<file path="src/rtl/pc_gen_bp_pkg.sv">
// rtl/pc_gen_bp_pkg.sv - shared types and constants for the fetch PC generator with BTB
package pc_gen_bp_pkg;

    localparam int XLEN       = 64;
    localparam int INST_BYTES = 4;

    typedef enum logic [1:0] {
        SNT = 2'd0,
        WNT = 2'd1,
        WT  = 2'd2,
        ST  = 2'd3
    } cnt_e;

    // Tag and target are stored full width; the BTB compares only the bits above the index.
    typedef struct packed {
        logic            valid;
        logic [XLEN-1:0] tag;
        logic [XLEN-1:0] target;
        cnt_e            cnt;
    } btb_entry_t;

    localparam logic [6:0] JAL  = 7'b1101111;
    localparam logic [6:0] JALR = 7'b1100111;

    function automatic cnt_e cnt_step(input cnt_e c, input logic up);
        cnt_e r;
        r = c;
        if (up && c != ST) begin
            r = cnt_e'(c + 2'd1);
        end else if (!up && c != SNT) begin
            r = cnt_e'(c - 2'd1);
        end
        return r;
    endfunction

endpackage

</file>
<file path="src/rtl/pc_gen_bp_btb.sv">
// rtl/pc_gen_bp_btb.sv - direct-mapped branch target buffer with 2-bit saturating counters
module pc_gen_bp_btb
    import pc_gen_bp_pkg::*;
#(
    parameter int AW    = XLEN,
    parameter int DEPTH = 16
) (
    input  logic          clk,
    input  logic          rst_n,
    input  logic [AW-1:0] i_rd_pc,
    output logic          o_hit,
    output cnt_e          o_cnt,
    output logic [AW-1:0] o_target,
    input  logic          i_upd_en,
    input  logic          i_upd_jmp,
    input  logic          i_upd_taken,
    input  logic [AW-1:0] i_upd_pc,
    input  logic [AW-1:0] i_upd_target
);

    localparam int IDX_W = $clog2(DEPTH);

    btb_entry_t r_mem [DEPTH];

    logic [IDX_W-1:0] w_rd_idx;
    logic [XLEN-1:0]  w_rd_tag;
    logic [IDX_W-1:0] w_up_idx;
    logic [XLEN-1:0]  w_up_tag;
    logic             w_up_hit;

    assign w_rd_idx = i_rd_pc[IDX_W+1:2];
    assign w_rd_tag = XLEN'(i_rd_pc >> (IDX_W + 2));
    assign w_up_idx = i_upd_pc[IDX_W+1:2];
    assign w_up_tag = XLEN'(i_upd_pc >> (IDX_W + 2));

    // Read port sees pre-edge contents, so a same-index update is write-after-read.
    assign o_hit    = r_mem[w_rd_idx].valid && (r_mem[w_rd_idx].tag == w_rd_tag);
    assign o_cnt    = r_mem[w_rd_idx].cnt;
    assign o_target = AW'(r_mem[w_rd_idx].target);

    assign w_up_hit = r_mem[w_up_idx].valid && (r_mem[w_up_idx].tag == w_up_tag);

    always_ff @(posedge clk or negedge rst_n) begin
        if (!rst_n) begin
            for (int i = 0; i < DEPTH; i++) begin
                r_mem[i].valid  <= 1'b0;
                r_mem[i].tag    <= '0;
                r_mem[i].target <= '0;
                r_mem[i].cnt    <= WNT;
            end
        end else if (i_upd_en) begin
            if (w_up_hit) begin
                if (i_upd_jmp) begin
                    r_mem[w_up_idx].cnt    <= ST;
                    r_mem[w_up_idx].target <= XLEN'(i_upd_target);
                end else begin
                    r_mem[w_up_idx].cnt <= cnt_step(r_mem[w_up_idx].cnt, i_upd_taken);
                    if (i_upd_taken) begin
                        r_mem[w_up_idx].target <= XLEN'(i_upd_target);
                    end
                end
            end else if (i_upd_taken) begin
                r_mem[w_up_idx].valid  <= 1'b1;
                r_mem[w_up_idx].tag    <= w_up_tag;
                r_mem[w_up_idx].target <= XLEN'(i_upd_target);
                r_mem[w_up_idx].cnt    <= i_upd_jmp ? ST : WT;
            end
        end
    end

endmodule

</file>
<file path="src/rtl/pc_gen_bp.sv">
// rtl/pc_gen_bp.sv - fetch PC register, next-PC priority mux, mispredict detection and counter
module pc_gen_bp
    import pc_gen_bp_pkg::*;
#(
    parameter int                          XLEN       = pc_gen_bp_pkg::XLEN,
    parameter int                          BTB_DEPTH  = 16,
    parameter logic [XLEN-1:0]             RESET_PC   = '0,
    parameter int                          INST_BYTES = pc_gen_bp_pkg::INST_BYTES,
    parameter int                          CNT_W      = 32
) (
    input  logic             clk,
    input  logic             rst_n,
    input  logic             stall,
    input  logic             trap_valid,
    input  logic [XLEN-1:0]  trap_pc,
    input  logic             ex_valid,
    input  logic             ex_is_br,
    input  logic             ex_is_jmp,
    input  logic             ex_taken,
    input  logic [XLEN-1:0]  ex_pc,
    input  logic [XLEN-1:0]  ex_target,
    input  logic             ex_pred_taken,
    input  logic [XLEN-1:0]  ex_pred_target,
    output logic [XLEN-1:0]  pc,
    output logic             pred_taken,
    output logic [XLEN-1:0]  pred_target,
    output logic             flush,
    output logic [CNT_W-1:0] mispredict_cnt
);

    logic [XLEN-1:0]  r_pc;
    logic [CNT_W-1:0] r_mis_cnt;

    logic             w_res;
    logic             w_act_taken;
    logic             w_mis;
    logic [XLEN-1:0]  w_fix_pc;
    logic [XLEN-1:0]  w_seq_pc;
    logic [XLEN-1:0]  w_next_pc;
    logic             w_hit;
    cnt_e             w_cnt;
    logic [XLEN-1:0]  w_btb_target;

    pc_gen_bp_btb #(
        .AW    (XLEN),
        .DEPTH (BTB_DEPTH)
    ) u_btb (
        .clk          (clk),
        .rst_n        (rst_n),
        .i_rd_pc      (r_pc),
        .o_hit        (w_hit),
        .o_cnt        (w_cnt),
        .o_target     (w_btb_target),
        .i_upd_en     (w_res),
        .i_upd_jmp    (ex_is_jmp),
        .i_upd_taken  (w_act_taken),
        .i_upd_pc     (ex_pc),
        .i_upd_target (ex_target)
    );

    assign w_res       = ex_valid & (ex_is_br | ex_is_jmp);
    assign w_act_taken = ex_is_jmp | ex_taken;
    assign w_mis       = w_res & ((w_act_taken != ex_pred_taken) |
                                  (w_act_taken & (ex_target != ex_pred_target)));
    assign w_fix_pc    = w_act_taken ? ex_target : ex_pc + XLEN'(INST_BYTES);
    assign w_seq_pc    = r_pc + XLEN'(INST_BYTES);

    assign pred_taken  = w_hit & w_cnt[1];
    assign pred_target = pred_taken ? w_btb_target : w_seq_pc;
    assign flush       = trap_valid | w_mis;

    // Redirects outrank stall; trap outranks EX correction.
    always_comb begin
        w_next_pc = pred_target;
        if (trap_valid) begin
            w_next_pc = trap_pc;
        end else if (w_mis) begin
            w_next_pc = w_fix_pc;
        end else if (stall) begin
            w_next_pc = r_pc;
        end
    end

    always_ff @(posedge clk or negedge rst_n) begin
        if (!rst_n) begin
            r_pc      <= RESET_PC;
            r_mis_cnt <= '0;
        end else begin
            r_pc <= w_next_pc;
            if (w_mis && !trap_valid && (r_mis_cnt != {CNT_W{1'b1}})) begin
                r_mis_cnt <= r_mis_cnt + 1'b1;
            end
        end
    end

    assign pc             = r_pc;
    assign mispredict_cnt = r_mis_cnt;

endmodule

</file>
<file path="config.mk">
export PLATFORM = sky130hd
export DESIGN_NAME = pc_gen_bp
export DESIGN_NICKNAME = d
export VERILOG_FILES = /design/src/rtl/pc_gen_bp_pkg.sv /design/src/rtl/pc_gen_bp_btb.sv /design/src/rtl/pc_gen_bp.sv
export SDC_FILE = /design/constraint.sdc
export NUM_CORES = 2
export LEC_CHECK = 0
export BUFFER_PORTS_ARGS = -buffer_cell sky130_fd_sc_hd__buf_2
export CAP_MARGIN = 25
export CORE_ASPECT_RATIO = 0.5
export CORE_MARGIN = 2
export CORE_UTILIZATION = 51
export CTS_CLUSTER_DIAMETER = 30
export DETAILED_ROUTE_END_ITERATION = 8
export PLACE_DENSITY = 0.74
export SYNTH_ARGS = -nofsm -noshare
export SYNTH_HDL_FRONTEND = slang
export SYNTH_SLANG_ARGS = --single-unit
export TNS_END_PERCENT = 20
</file>
<file path="constraint.sdc">
create_clock -name clk -period 4.2 [get_ports clk]
set_clock_uncertainty 0.15 [all_clocks]
set_input_delay 0.21 -clock clk [delete_from_list [all_inputs] [get_ports clk]]
set_output_delay 0.21 -clock clk [all_outputs]
set_load 0.01 [all_outputs]
</file>
==> metrics.yaml <==
global_routing:
  grt_start_max_net_pins: 108
  grt.total_usage_pct: 37.8
  first_global_vias: 83024
  antenna_found_initial: 57
  grt_first_pass_wirelength_mm: 599
  overflow: 0
pwr:
  finalPower_mw: 74.9
  clkPwrFrac_pct: 36.8
  p_int_mw: 52.0
  p_seq_share_pct: 37.2
  switching_share_pct: 30.6
  leakagePower_nw: 59.6
  irDropWorstVdd_mv: 0.342
  combPwrFrac_pct: 26.1
  pwr_density_cell_nw_per_um2: 552
  p_switching_mw: 22.9
yosys:
  syn_area_um2: 110000
  syn_nets: 8161
  postSynthAreaPerCell_um2: 13.9
  synthFlopType: "dfrtp_1"
  netlist_instances: 7887
  async_flop_share_pct: 100
  yosys_warnings: 0
  ys_ff_latch: 2096
  ys_types: 98
  synth-edff-count: 0
  seq_area_frac_synth_pct: 47.7
route:
  drc: 0
  drtIter0Drc: 9995
  wl_per_cell_um: 34.5
  ant_nets: 0
  num_vias: 81820
  drt_wl_total_mm: 419
  drt-vias-per-instance: 6.74
  drt-pass1-iter-count: 6
floorplan:
  fp.dieH_um: 332
  start_util_pct: 51.4
  die_area_um2: 220000
  die_w_um: 661
  ioPinCount: 427
  std_cell_rows: 120
  core-area_um2: 214000
layout:
  most-common-layout-cells: "dfrtp_1, mux2_2, buf_4"
  nNetsFinal: 9257
  drive_gt1_share_pct: 51.2
  fillCellCount: 15317
  layout_commonest_cell: "dfrtp_1"
  area_delta_synth_final_pct: 23.4
clock_tree:
  cts_num_sinks: 2096
  h-tree-depth: 5
  clk_path_buf_depth: 4
  clockRootBuffer: "clkbuf_16"
  cts_buffers: 317
  clk_pin_slew_ns: 0.05
  clock_latency_ns: 0.88
  cts_tree: "yes"
worst_setup_path:
  crit_start: "pc[2]"
  cp_common_cell: "buf_16"
  r2r-start: "pc[2]"
  critPathKind: "register to output port"
  critPathArrivalTime_ns: 5.21
  cp-start-kind: "register"
  r2r_slack_ns: -0.57
  required_ns: 3.84
  crit_fanout: 39
  reg2reg_to: "pc[25]"
  cp-endpoint: "pred_target[34]"
  critPathMaxStageDelay_ns: 0.52
  endpoint_kind: "output port"
  crit_chain: "buf_12 -> buf_6 -> buf_16 -> buf_16 -> buf_16 -> buf_4 -> mux4_2 -> nand2b_1 -> a21oi_1 -> o22ai_1 -> or4_4 -> nor4b_2 -> buf_4 -> nand3_4 -> buf_12 -> mux2_1 -> buf_2"
  slowest_stage: "dfrtp_4"
  ff2ff_path_depth: 17
sta:
  max_freq_mhz: 180
  tightest_slew_ns: 1.19
  holdWs_ns: 0.0246
  rsz0062_at_grt: "true"
  final.setup.tns_ns: -146.71
  setup_slack_ns: -1.37
  period_minus_slack_ns: 5.57
  finalHoldViolCount: 0
  fin_crit_sh_pct: 133
  slew_headroom_pct: 20.4
  setup_violations: 755
  drv_slew: 0
status:
  outcome: "finished, violations left"
  violations: "setup timing"
worst_hold_path:
  hp-class: "input port to register"
run:
  cap_violations: 0
place:
  place_ws_ns: -0.874
  io_buffers: 426
  hpwlAfterDp_mm: 279
  gp_congestion: 1.05
power groups by stage:
stage          sequential, mW  combinational (mW)  clock [mW]
2_1_floorplan            26.8                11.5           0
3_3_place_gp             27.6                17.8           0
3_5_place_dp             27.9                18.1           0
4_1_cts                  27.6                18.8        27.6
5_1_grt                  28.2                20.3        28.6
6_report                 27.8                19.5        27.5
Yosys cell counts (56+ instances only):
cell type / instances / share of area, %
dfrtp_1: 2080 / 47
mux2_2: 1877 / 19
mux4_2: 737 / 15
clkbuf_1: 514 / 1.8
nand2_1: 302 / 1.0
mux2i_1: 233 / 2.1
nor2_1: 186 / 0.63
xnor2_1: 184 / 1.5
o21ai_0: 143 / 0.65
buf_2: 132 / 0.60
nand3_1: 115 / 0.52
mux2_1: 97 / 0.99
a21oi_1: 91 / 0.41
xor2_1: 84 / 0.67
buf_1: 78 / 0.27
a22oi_1: 66 / 0.45
nand4_1: 66 / 0.38
and3_1: 56 / 0.32
worst min path at each step:
stage	from	to	slack, ns	cells after the start
after floorplan	rst_n	mispredict_cnt[0]	-0.24	0
after global placement	rst_n	u_btb.r_mem[1470]	0.16	1
after detailed placement	rst_n	u_btb.r_mem[553]	0.17	1
after CTS	trap_pc[45]	pc[45]	0.004	3
after global routing	ex_pc[19]	u_btb.r_mem[1651]	0.02	3
final	trap_pc[63]	pc[63]	0.02	4
worst max-delay path: cells and delay by family, from the launching register on:
family          cells  cell delay (ns)
mux                 2             0.84
simple gates        4             1.06
flops               1             0.52
buf+inv             9             1.43
compound gates      2             0.39
cell type report:
cell class	instances	area [µm²]	share of cell area, %
tap	2867	3590	2.64
clock inverter	195	2360	1.74
multi-input combinational	4922	54700	40.3
clock buffer	382	8700	6.41
antenna	23	57.6	0.0424
inverter	63	248	0.183
sequential	2096	52500	38.7
timing repair buffer	1583	13500	9.98
through the flow:
step / util (%) / instance area (µm²) / cells
after CTS: 63.0 / 135000 / 12067
after global routing: 63.4 / 136000 / 12118
after floorplan: - / 110000 / 7887
final: 63.4 / 136000 / 12131
after global placement: 56.4 / 121000 / 11259
after detailed placement: 56.4 / 121000 / 11262
flip-flops by register name (all words and copies together), names as in the netlist:
signal,flops
pc,64
u_btb.r_mem,2000
mispredict_cnt,32
per-layer routing:
| layer | wire [µm] | track usage (%) | vias up |
|---|---|---|---|
| met5 | 289 | 0.0651 | - |
| met4 | 31800 | 23.8 | 44 |
| met3 | 46900 | 11.3 | 1445 |
| met2 | 183000 | 55.3 | 5175 |
| met1 | 157000 | 49.6 | 43088 |
| li1 | - | - | 32068 |
logic make-up (layout without fill, tap and decap cells):
kind of cell,count (synthesis),in the layout,synth area share [%]
adder cells (fa/ha/maj),9,9,0.102
other,0,23,0
flip-flops,2096,2096,47.7
buffers and inverters,869,2223,3.52
AND/OR/NAND/NOR,1000,1000,4.54
AO/OA/AOI/OAI,699,699,4.52
XOR/XNOR,268,268,2.13
multiplexers,2946,2946,37.5
repair_timing:
| item | 4_1_cts | 5_1_grt |
|---|---|---|
| endpoints found under the setup margin | 1082 | 1004 |
| gates resized for setup | 134 | 72 |
| hold buffers | 218 | 0 |
| endpoints found under the hold margin | 2958 | 0 |
| setup buffers | 8 | 41 |
| pin swaps | 12 | 16 |
| cloned | 3 | 2 |
No activity file was read; power rests on OpenSTA's default activity.
